==> src/rtl/calc_pkg.sv <==
// Shared key codes, status/state encodings and
// elaboration helpers for the calculator core.
package calc_pkg;

  localparam logic [3:0] OP_ADD    = 4'hA;
  localparam logic [3:0] OP_SUB    = 4'hB;
  localparam logic [3:0] OP_MUL    = 4'hC;
  localparam logic [3:0] OP_DIV    = 4'hD;
  localparam logic [3:0] K_EQ      = 4'hE;
  localparam logic [3:0] K_BS      = 4'hF;
  localparam logic [3:0] DIG_BLANK = 4'hF;

  typedef enum logic [1:0] {
    ERRO    = 2'd0,
    PRONTA  = 2'd1,
    OCUPADA = 2'd2
  } status_t;

  typedef enum logic [2:0] {
    ENT_A, ENT_B, MUL, DIV, CONV, EMIT, SHOW, ERR
  } state_t;

  function automatic longint unsigned pow10(input int n);
    longint unsigned r;
    r = 1;
    for (int i = 0; i < n; i++) r = r * 10;
    return r;
  endfunction

endpackage

==> src/rtl/calc_bin2bcd.sv <==
// Serial double-dabble binary to BCD converter,
// one shift per cycle, W shifts per conversion.
module calc_bin2bcd
  import calc_pkg::*;
#(
  parameter int W    = 32,
  parameter int NDIG = 8
) (
  input  logic              clock,
  input  logic              reset,
  input  logic              start,
  input  logic [W-1:0]      bin,
  output logic              done,
  output logic [4*NDIG-1:0] bcd
);

  localparam int CW = $clog2(W + 1);

  logic [W-1:0]      sh;
  logic [CW-1:0]     cnt;
  logic              busy;
  logic [4*NDIG-1:0] adj;

  always_comb begin
    adj = bcd;
    for (int i = 0; i < NDIG; i++) begin
      if (bcd[4*i +: 4] >= 4'd5)
        adj[4*i +: 4] = bcd[4*i +: 4] + 4'd3;
    end
  end

  // start folds the first shift into the load (adjust of zero is a no-op)
  always_ff @(posedge clock) begin
    if (reset) begin
      sh   <= '0;
      cnt  <= '0;
      busy <= 1'b0;
      done <= 1'b0;
      bcd  <= '0;
    end else begin
      done <= 1'b0;
      if (start) begin
        bcd  <= {{(4*NDIG-1){1'b0}}, bin[W-1]};
        sh   <= {bin[W-2:0], 1'b0};
        cnt  <= CW'(W - 1);
        busy <= 1'b1;
      end else if (busy) begin
        bcd <= (4*NDIG)'({adj, sh[W-1]});
        sh  <= {sh[W-2:0], 1'b0};
        cnt <= cnt - CW'(1);
        if (cnt == CW'(1)) begin
          busy <= 1'b0;
          done <= 1'b1;
        end
      end
    end
  end

endmodule

==> src/rtl/calc_core_param.sv <==
// Multi-digit calculator core: key entry, add/sub,
// serial mul/div, BCD conversion and digit streaming.
module calc_core_param
  import calc_pkg::*;
#(
  parameter int NDIG = 8,
  parameter int W    = 32,
  parameter int PW   = $clog2(NDIG)
) (
  input  logic          clock,
  input  logic          reset,
  input  logic [3:0]    cmd,
  input  logic          cmd_valid,
  output logic [1:0]    status,
  output logic [PW-1:0] pos,
  output logic [3:0]    dig,
  output logic          dig_valid,
  output logic          neg
);

  localparam longint unsigned MAXL = pow10(NDIG) - 1;
  localparam logic [W-1:0]    MAXV = W'(MAXL);
  localparam int              CW   = PW + 1;
  localparam int              NW   = $clog2(W + 1);
  localparam logic [CW-1:0]   NDC  = CW'(NDIG);

  if (MAXL >= (64'd1 << W)) begin : g_w_check
    $error("W too narrow for NDIG decimal digits");
  end

  state_t  state, state_n;
  status_t st;

  logic [W-1:0]  a, a_n, b, b_n, res, res_n;
  logic [W-1:0]  hi, hi_n, lo, lo_n, hi_st, lo_st;
  logic [CW-1:0] ca, ca_n, cb, cb_n, len, len_n;
  logic [CW-1:0] ecnt, ecnt_n, ccur, lz;
  logic [NW-1:0] cnt, cnt_n;
  logic [3:0]    op, op_n, dig_n;
  logic [PW-1:0] pos_n, eidx;
  logic          neg_n, dv_n, go, go_n, err;
  logic          cmd_ok, ent_b;
  logic          is_dig, is_op, is_eq, is_bs;
  logic [W-1:0]  cur, shl, shr, mag;
  logic [W:0]    mac, sh1, sum;
  logic          conv_done;
  logic [4*NDIG-1:0] bcd;
  logic [3:0]    bd [NDIG];

  calc_bin2bcd #(.W(W), .NDIG(NDIG)) u_bcd (
    .clock(clock),
    .reset(reset),
    .start(go),
    .bin  (res),
    .done (conv_done),
    .bcd  (bcd)
  );

  for (genvar g = 0; g < NDIG; g++) begin : g_bd
    assign bd[g] = bcd[4*g +: 4];
  end

  always_comb begin
    case (state)
      ERR:                  st = ERRO;
      MUL, DIV, CONV, EMIT: st = OCUPADA;
      default:              st = PRONTA;
    endcase
  end

  assign status = st;
  assign cmd_ok = cmd_valid && (st == PRONTA || state == ERR);
  assign is_dig = cmd <= 4'd9;
  assign is_op  = cmd >= OP_ADD && cmd <= OP_DIV;
  assign is_eq  = cmd == K_EQ;
  assign is_bs  = cmd == K_BS;

  assign ent_b = state == ENT_B;
  assign ccur  = ent_b ? cb : ca;
  assign cur   = ent_b ? b : a;
  assign shl   = cur * W'(10) + W'(cmd);
  assign shr   = cur / W'(10);
  assign sum   = {1'b0, a} + {1'b0, b};
  assign mag   = (a < b) ? b - a : a - b;
  assign eidx  = PW'(len - ecnt - CW'(1));

  // shared shift datapath: hi = accumulator / remainder
  assign mac = {1'b0, hi} + (lo[0] ? {1'b0, a} : '0);
  assign sh1 = {hi, lo[W-1]};

  always_comb begin
    hi_st = hi;
    lo_st = lo;
    if (state == MUL) begin
      hi_st = mac[W:1];
      lo_st = {mac[0], lo[W-1:1]};
    end else if (sh1 >= {1'b0, b}) begin
      hi_st = W'(sh1 - {1'b0, b});
      lo_st = {lo[W-2:0], 1'b1};
    end else begin
      hi_st = sh1[W-1:0];
      lo_st = {lo[W-2:0], 1'b0};
    end
  end

  always_comb begin
    lz = CW'(1);
    for (int i = 1; i < NDIG; i++) begin
      if (bd[i] != 4'd0) lz = CW'(i + 1);
    end
  end

  always_comb begin
    state_n = state;
    a_n     = a;
    b_n     = b;
    ca_n    = ca;
    cb_n    = cb;
    op_n    = op;
    res_n   = res;
    neg_n   = neg;
    hi_n    = hi;
    lo_n    = lo;
    cnt_n   = cnt;
    len_n   = len;
    ecnt_n  = ecnt;
    pos_n   = pos;
    dig_n   = dig;
    dv_n    = 1'b0;
    go_n    = 1'b0;
    err     = 1'b0;
    case (state)
      ENT_A, ENT_B: begin
        if (cmd_ok) begin
          unique case (1'b1)
            is_dig: begin
              if (ccur < NDC) begin
                if (ent_b) begin
                  b_n  = shl;
                  cb_n = cb + CW'(1);
                end else begin
                  a_n  = shl;
                  ca_n = ca + CW'(1);
                end
                pos_n = ccur[PW-1:0];
                dig_n = cmd;
                dv_n  = 1'b1;
              end
            end
            is_bs: begin
              if (ccur != '0) begin
                if (ent_b) begin
                  b_n  = shr;
                  cb_n = cb - CW'(1);
                end else begin
                  a_n  = shr;
                  ca_n = ca - CW'(1);
                end
                pos_n = PW'(ccur - CW'(1));
                dig_n = DIG_BLANK;
                dv_n  = 1'b1;
              end else if (ent_b) begin
                state_n = ENT_A;
                op_n    = '0;
              end
            end
            is_op: begin
              if (!ent_b && ca != '0) begin
                op_n    = cmd;
                state_n = ENT_B;
              end else if (ent_b && cb == '0) begin
                op_n = cmd;
              end
            end
            is_eq: begin
              if (!ent_b) begin
                res_n   = a;
                state_n = CONV;
                go_n    = 1'b1;
              end else if (cb != '0) begin
                case (op)
                  OP_ADD: begin
                    if (sum > {1'b0, MAXV}) err = 1'b1;
                    else begin
                      res_n   = sum[W-1:0];
                      state_n = CONV;
                      go_n    = 1'b1;
                    end
                  end
                  OP_SUB: begin
                    res_n   = mag;
                    neg_n   = a < b;
                    state_n = CONV;
                    go_n    = 1'b1;
                  end
                  OP_MUL: begin
                    hi_n    = '0;
                    lo_n    = b;
                    cnt_n   = NW'(W);
                    state_n = MUL;
                  end
                  default: begin
                    if (b == '0) err = 1'b1;
                    else begin
                      hi_n    = '0;
                      lo_n    = a;
                      cnt_n   = NW'(W);
                      state_n = DIV;
                    end
                  end
                endcase
              end
            end
          endcase
        end
      end
      MUL, DIV: begin
        hi_n  = hi_st;
        lo_n  = lo_st;
        cnt_n = cnt - NW'(1);
        if (cnt == NW'(1)) begin
          if (state == MUL && (hi_st != '0 || lo_st > MAXV)) err = 1'b1;
          else begin
            res_n   = lo_st;
            state_n = CONV;
            go_n    = 1'b1;
          end
        end
      end
      CONV: begin
        if (conv_done) begin
          len_n   = lz;
          ecnt_n  = '0;
          state_n = EMIT;
        end
      end
      EMIT: begin
        dv_n = 1'b1;
        if (ecnt < len) begin
          pos_n = eidx;
          dig_n = bd[eidx];
        end else begin
          pos_n = ecnt[PW-1:0];
          dig_n = DIG_BLANK;
        end
        if (ecnt == NDC - CW'(1)) state_n = SHOW;
        else ecnt_n = ecnt + CW'(1);
      end
      SHOW: begin
        if (cmd_ok) begin
          unique case (1'b1)
            is_dig, is_bs: begin
              a_n     = is_dig ? W'(cmd) : '0;
              ca_n    = is_dig ? CW'(1) : '0;
              b_n     = '0;
              cb_n    = '0;
              op_n    = '0;
              neg_n   = 1'b0;
              state_n = ENT_A;
              pos_n   = is_dig ? '0 : pos;
              dig_n   = is_dig ? cmd : dig;
              dv_n    = is_dig;
            end
            is_op: begin
              if (neg) err = 1'b1;
              else begin
                a_n     = res;
                ca_n    = len;
                b_n     = '0;
                cb_n    = '0;
                op_n    = cmd;
                state_n = ENT_B;
              end
            end
            is_eq: ;
          endcase
        end
      end
      ERR: begin
        if (cmd_ok && is_bs) begin
          a_n     = '0;
          b_n     = '0;
          ca_n    = '0;
          cb_n    = '0;
          op_n    = '0;
          neg_n   = 1'b0;
          state_n = ENT_A;
        end
      end
      default: state_n = ENT_A;
    endcase
    if (err) begin
      state_n = ERR;
      pos_n   = '0;
      dig_n   = DIG_BLANK;
      dv_n    = 1'b1;
    end
  end

  always_ff @(posedge clock) begin
    if (reset) begin
      state     <= ENT_A;
      a         <= '0;
      b         <= '0;
      ca        <= '0;
      cb        <= '0;
      op        <= '0;
      res       <= '0;
      neg       <= 1'b0;
      hi        <= '0;
      lo        <= '0;
      cnt       <= '0;
      len       <= '0;
      ecnt      <= '0;
      pos       <= '0;
      dig       <= '0;
      dig_valid <= 1'b0;
      go        <= 1'b0;
    end else begin
      state     <= state_n;
      a         <= a_n;
      b         <= b_n;
      ca        <= ca_n;
      cb        <= cb_n;
      op        <= op_n;
      res       <= res_n;
      neg       <= neg_n;
      hi        <= hi_n;
      lo        <= lo_n;
      cnt       <= cnt_n;
      len       <= len_n;
      ecnt      <= ecnt_n;
      pos       <= pos_n;
      dig       <= dig_n;
      dig_valid <= dv_n;
      go        <= go_n;
    end
  end

endmodule
==> config.mk <==
export PLATFORM = sky130hd
export DESIGN_NAME = calc_core_param
export DESIGN_NICKNAME = d
export VERILOG_FILES = /design/src/rtl/calc_pkg.sv /design/src/rtl/calc_bin2bcd.sv /design/src/rtl/calc_core_param.sv
export SDC_FILE = /design/constraint.sdc
export NUM_CORES = 2
export LEC_CHECK = 0
export BUFFER_PORTS_ARGS = -buffer_cell sky130_fd_sc_hd__buf_4
export CORE_AREA = 5 5 321 323
export CTS_CLUSTER_SIZE = 20
export DETAILED_ROUTE_END_ITERATION = 7
export DIE_AREA = 0 0 326 328
export GPL_TIMING_DRIVEN = 1
export PLACE_DENSITY = 0.51
export SLEW_MARGIN = 20
export SYNTH_ARGS = -nofsm -noshare
export SYNTH_HDL_FRONTEND = slang
export SYNTH_SLANG_ARGS = --single-unit
==> constraint.sdc <==
create_clock -name clock -period 22.7 [get_ports clock]
set_clock_uncertainty 0.05 [all_clocks]
set_input_delay 1.135 -clock clock [delete_from_list [all_inputs] [get_ports clock]]
set_output_delay 1.135 -clock clock [all_outputs]
set_load 0.005 [all_outputs]
* Word-level counts from Yosys, hierarchy flattened
Cells that the tools add are included.
** Operators by class
- Mux-type cells :: 202
- $lt $le $gt $ge :: 18
- Bitwise operators :: 2
- Div/mod/pow operators :: 1
- Add/sub/neg operators :: 24
- Reduce and logical (&&, ||, !) cells :: 49
- Equality and inequality tests :: 67
- Multipliers :: 1
** Operator list (count)
- 2-to-1 mux 32 bit :: 40
- case mux 32 bit (2 select lines) :: 10
- 2-to-1 mux 4 bit :: 48
- case mux 32 bit (3 select lines) :: 2
- subtractor 32 bit :: 3
- 2-to-1 mux 3 bit :: 24
- adder 32 x 32 -> 33 bit :: 2
- case mux 4 bit (2 select lines) :: 8
- != test 3 bit (second input constant) :: 17
- case mux 4 bit (3 select lines) :: 4
- nonzero test 4 bit :: 11
- 2-to-1 mux 1 bit :: 40
- != test 4 bit (second input constant) :: 9
- greater-or-equal comparator 33 x 32 -> 1 bit :: 1
- greater-than comparator 33 x 27 -> 1 bit (second input constant) :: 1
- adder 32 x 4 -> 32 bit :: 1
- divider 32 x 4 -> 32 bit (second input constant) :: 1
- greater-or-equal comparator 4 x 3 -> 1 bit (second input constant) :: 8
- greater-than comparator 32 x 27 -> 1 bit (second input constant) :: 1
- logical NOT 32 bit :: 1
- < comparator 32 bit :: 1
- multiplier 32 x 3 -> 31 bit (second input constant) :: 1
- nonzero test 32 bit :: 1
- 2-to-1 mux 6 bit :: 5
- 56 further kinds :: 124
** Word-level totals
- Output and inout bits :: 11
- Logic and storage cells :: 388
- Register bits after elaboration :: 270
- Bits of input ports :: 7

* Depth between registers and ports, before layout
- Word-level depth :: 11
- Mapped depth :: 55
- Gate-level depth less buffers :: 46

* Hierarchy
From an unflattened synthesis, not the netlist that was laid out.
** Second synthesis, totals
- Cell total of the unflattened synthesis :: 4141
- Area, all modules :: 29543.3 um^2
** By module, submodules not included
- calc_core_param :: seq. area each 3983.8 um^2, cells each 3667, area an instance 25657.1 um^2, times used 1
- calc_bin2bcd :: seq. area each 1421.4 um^2, cells each 474, area an instance 3886.2 um^2, times used 1

* Least setup slack after synthesis
No wires, ideal clock.
- Path type :: register -> register
- From :: register a[30]
- To :: register a[0]
- Required time :: 22.520 ns
- Stages on the path, launching flop included :: 49
- Data arrival time :: 10.663 ns
- Library setup time :: 0.130 ns
- Period minus slack after synthesis :: 10.843 ns
- Path buffers :: 4
- Path slack :: 11.857 ns
- Path through :: dfxtp_1 -> buf_2 -> nand2b_1 -> mux2i_1 -> nor4_1 -> or4_1 -> buf_2 -> o21ai_2 -> o31ai_1 -> or4_1 -> o21ai_2 -> mux2_2 -> a221oi_2 -> and4_1 -> a21oi_2 -> a32o_1 -> a21o_1 -> buf_6 -> (+13 left out) -> a211o_1 -> or4_1 -> a31oi_2 -> or2_4 -> a221oi_4 -> a21boi_1 -> o22ai_1 -> a21oi_4 -> mux2_1 -> o21ai_0 -> o21ai_0 -> inv_1 -> ha_1 -> a41oi_2 -> nand2_1 -> mux2_1 -> a221oi_2 -> o22ai_1
** On the way
- Word-level cells in the longest chain between the ends :: 7
** Ends and longest elaborated chain
- from (decl) :: RTL line calc_core_param.sv:34 : logic [W-1:0] a, a_n, b, b_n, res, res_n;
- from (signal assigned) :: RTL line calc_core_param.sv:321 : a <= a_n;
- 2-to-1 mux 32 bit :: RTL line calc_core_param.sv:80 : assign cur = ent_b ? b : a;
- divider 32 x 4 -> 32 bit :: RTL line calc_core_param.sv:82 : assign shr = cur / W'(10);
- 2-to-1 mux 32 bit :: RTL line calc_core_param.sv:152 : if (ent_b) begin
- 2-to-1 mux 32 bit :: RTL line calc_core_param.sv:151 : if (ccur != '0) begin
- case mux 32 bit (2 select lines) :: RTL line calc_core_param.sv:135 : unique case (1'b1)
- 2-to-1 mux 32 bit :: RTL line calc_core_param.sv:134 : if (cmd_ok) begin
- case mux 32 bit (3 select lines) :: RTL line calc_core_param.sv:132 : case (state)
No other way between the ends. The select of a mux whose other input is x is not followed.
A chain may end at the register's enable or synchronous reset.

* Worst setup path in the final report
- From :: register state[1]
- To :: register a[0]
** On the way
- Word-level cells in the longest chain between the ends :: 9
- Elaborated cells between the ends (all ways) :: 37
- Classes of those cells :: div: 1; order compare: 1; eq/ne: 18; mux: 8; reduce/logical: 9
** Ends and longest elaborated chain
- from (decl) :: RTL line calc_core_param.sv:31 : state_t state, state_n;
- from (signal assigned) :: RTL line calc_core_param.sv:320 : state <= state_n;
- branches (longest 9 deep; another with divider 32 x 4 -> 32 bit)
Parallel ways; which one is timed is not known. The select of a mux whose other input is x is not followed.

==> metrics.txt <==
outcome=complete, no violations; Synth Area in Compound Gates=a little under a third; peak fanout along the critical path=37; clock-pin slew on the worst setup and hold paths=roughly 0.06 ns; register area share after synthesis=between 10% and 20%; core footprint=between 90000 and 100000 µm²; worst-margin pin slew=roughly 1.1 ns; post-DR wirelength/cell=19.7 µm; Distinct cells, synth=124; total track usage=a little under a fifth; 1st-iter DRT viols=~2600; slowest CP cell=o21ai_1; endpoint class of the critical path=register; WS Path Type=reg2reg; Rel. slew slack=27.3%; IO buf count=17; mux cell area share after synthesis=around 5%; CTS Hold Buffers Added=0; Root Driver=clkbuf_16; postcts setup bufs=0; Starting Density=29.8%; clk buf depth=3; Syn Inst Count=roughly 4200; Hold WC Path Type=reg2reg; die area=between 100000 and 150000 µm²; Max Freq=around 70 MHz; Syn. warnings=0; Die Height=328 µm; maxcap violations=0; Synth Cell Area=29600 µm²; fin crit period=roughly 14 ns; fin crit share=a little over three fifths; combinational family with the most area after synthesis=compound AO/OA/AOI/OAI gates; DP Wirelength=between 70000 and 80000 µm; CP startpoint kind=register; adder-cell share of the synthesized area=a little under an eighth; Final Max Slew Viols=0; row count=between 100 and 150; number of synthesized flops with an enable pin=0; vias in the first global route=~28000; layout cells sized above 1=6.40%; RSZ-0062 raised after global routing=false; gr ovfl total=0; Synth Area in XOR/XNOR=under 10%; Mean Syn Cell Area=a little over 7 µm²; Synth Register Bits=270; RD Place Congestion=0.890; Final setup violation count=0; first-pass GRT wire length=about 160000 µm; CP peak stage delay=0.66 ns; CTS sink count=between 200 and 300; total negative slack=0 ns; Worst-Skew Late Latency=around 0.58 ns; H-tree depth=2; # diodes=0; Ports=18; Hold Fails Final Rpt=0; DR DRC count=0; clock tree from TritonCTS=built; chip width=between 300 and 400 µm; Primary FF master, synth=dfxtp_1; Required @ worst endpoint=23.07 ns; area grow syn2layout=8.66%; largest net degree at the start of global routing=roughly 140; number of nets with antenna violations after routing=0; CP arrival=between 10 and 15 ns; post-layout net count=about 4300; TritonCTS buffer count=39; Mapped Nets=~4400; antenna violations before repair=0; Post-Synth Simple-Gate Area=about a fifth; Pre-antenna DRT Iters=6; final wirelength=between 100000 and 150000 µm; fill count=about 11000; post-CTS sizing=0; fraction of registers with async set/reset=0%; detailed-route via count=30100; Vias/cell=approximately 5.6
registers in the layout, indices dropped and copies added, names as in the netlist, 3 cells and up:
register,count
dig,4
op,4
len,4
u_bcd.bcd,32
cnt,6
u_bcd.sh,31
lo,32
u_bcd.cnt,6
res,32
ecnt,4
state,3
hi,32
pos,3
cb,4
b,32
a,32
ca,4
synthesized netlist by cell type, drive strengths merged, types with 37 or more instances:
cell type | number | area share [%]
a211oi | 135 | 3.5
a21o | 65 | 1.6
a21oi | 519 | 8.9
a22oi | 53 | 1.4
a31oi | 43 | 0.93
and2 | 48 | 1.0
and3 | 41 | 0.87
buf | 49 | 0.81
clkbuf | 221 | 2.8
dfxtp | 270 | 18
ha | 254 | 11
inv | 217 | 2.7
mux2i | 121 | 4.1
nand2 | 337 | 4.3
nand2b | 42 | 0.89
nand3 | 65 | 1.1
nand4 | 48 | 1.0
nor2 | 526 | 6.7
nor3 | 87 | 1.5
nor4 | 37 | 0.84
o211ai | 38 | 0.98
o21ai | 223 | 3.8
o21bai | 100 | 2.5
xnor2 | 144 | 4.3
xor2 | 52 | 1.5
cell families (layout without fill, tap and decap cells):
| kind of cell | Yosys count | count (layout) |
|---|---|---|
| flip-flops | 270 | 270 |
| buffers and inverters | 499 | 372 |
| multiplexers | 138 | 138 |
| AND/OR/NAND/NOR | 1349 | 1349 |
| AO/OA/AOI/OAI | 1435 | 1435 |
| XOR/XNOR | 196 | 196 |
| adder cells (fa/ha/maj) | 270 | 270 |
area by class of cell:
type                            instances  area [µm²]  share of cell area, %
Tap cell                             1298        1620                   5.04
Sequential cell                       270        5410                   16.8
Timing Repair Buffer                   72         563                   1.75
Clock buffer                           58        1170                   3.63
Clock inverter                         13         163                  0.505
Inverter                              229         860                   2.67
Multi-Input combinational cell       3388       22400                   69.6
through the flow:
stage                     worst slack (ns)  instance area, µm²  std cells  util (%)  hold slack, ns
final                                 8.41               32200       5328      32.3           0.427
after global routing                  7.49               32200       5328      32.3           0.434
after CTS                             8.75               32200       5328      32.3           0.422
after detailed placement              8.75               30900       5257      31.0           0.414
after global placement                8.69               30900       5257      31.0           0.409
after floorplan                      11.86               29600       4157         -           0.395
layout by cell type (no fill, tap or decap), types with 52 or more instances in the layout:
| master | synthesis | routed |
|---|---|---|
| xor2_1 | 52 | 52 |
| a22oi_1 | 52 | 52 |
| a21oi_1 | 512 | 508 |
| inv_1 | 213 | 213 |
| mux2i_1 | 119 | 119 |
| ha_1 | 254 | 253 |
| nor2_1 | 523 | 520 |
| o21ai_0 | 202 | 202 |
| buf_4 | 3 | 69 |
| dfxtp_1 | 270 | 268 |
| nand2_1 | 336 | 333 |
| nor3_1 | 84 | 84 |
| a21o_1 | 65 | 63 |
| o21bai_1 | 100 | 100 |
| xnor2_1 | 143 | 142 |
| a211oi_1 | 130 | 130 |
| nand3_1 | 65 | 65 |
critical path, delay by kind of cell (launching register included):
family | cells | cell delay [ns]
AO/OA/AOI/OAI | 27 | 7.24
adder cells (fa/ha/maj) | 1 | 0.23
buffers and inverters | 2 | 0.61
flip-flops | 1 | 0.61
multiplexers | 1 | 0.35
AND/OR/NAND/NOR | 15 | 4.96
metal layers:
layer | wire, µm | global-route usage [%] | vias up | part of all wire (%)
met1 | 50100 | 26.8 | 14300 | 48
met5 | 0 | 0 | - | 0
li1 | - | - | 14800 | -
met3 | 5180 | 1.51 | 171 | 4.9
met2 | 46200 | 29.7 | 877 | 44
met4 | 3650 | 6.27 | 0 | 3.5
path summary, 6_finish.rpt:
kind	from	endpoint	slack (ns)	depth (start not counted)
worst max-delay path	state[1]	a[0]	8.41	46
worst min-delay path	res[16]	res[16]	0.43	2
worst max register to register	state[1]	a[0]	8.41	46
worst min register to register	res[16]	res[16]	0.43	2
Power is not shown: default switching activity piles up to over one toggle a cycle in this logic, so the estimate is an artifact.
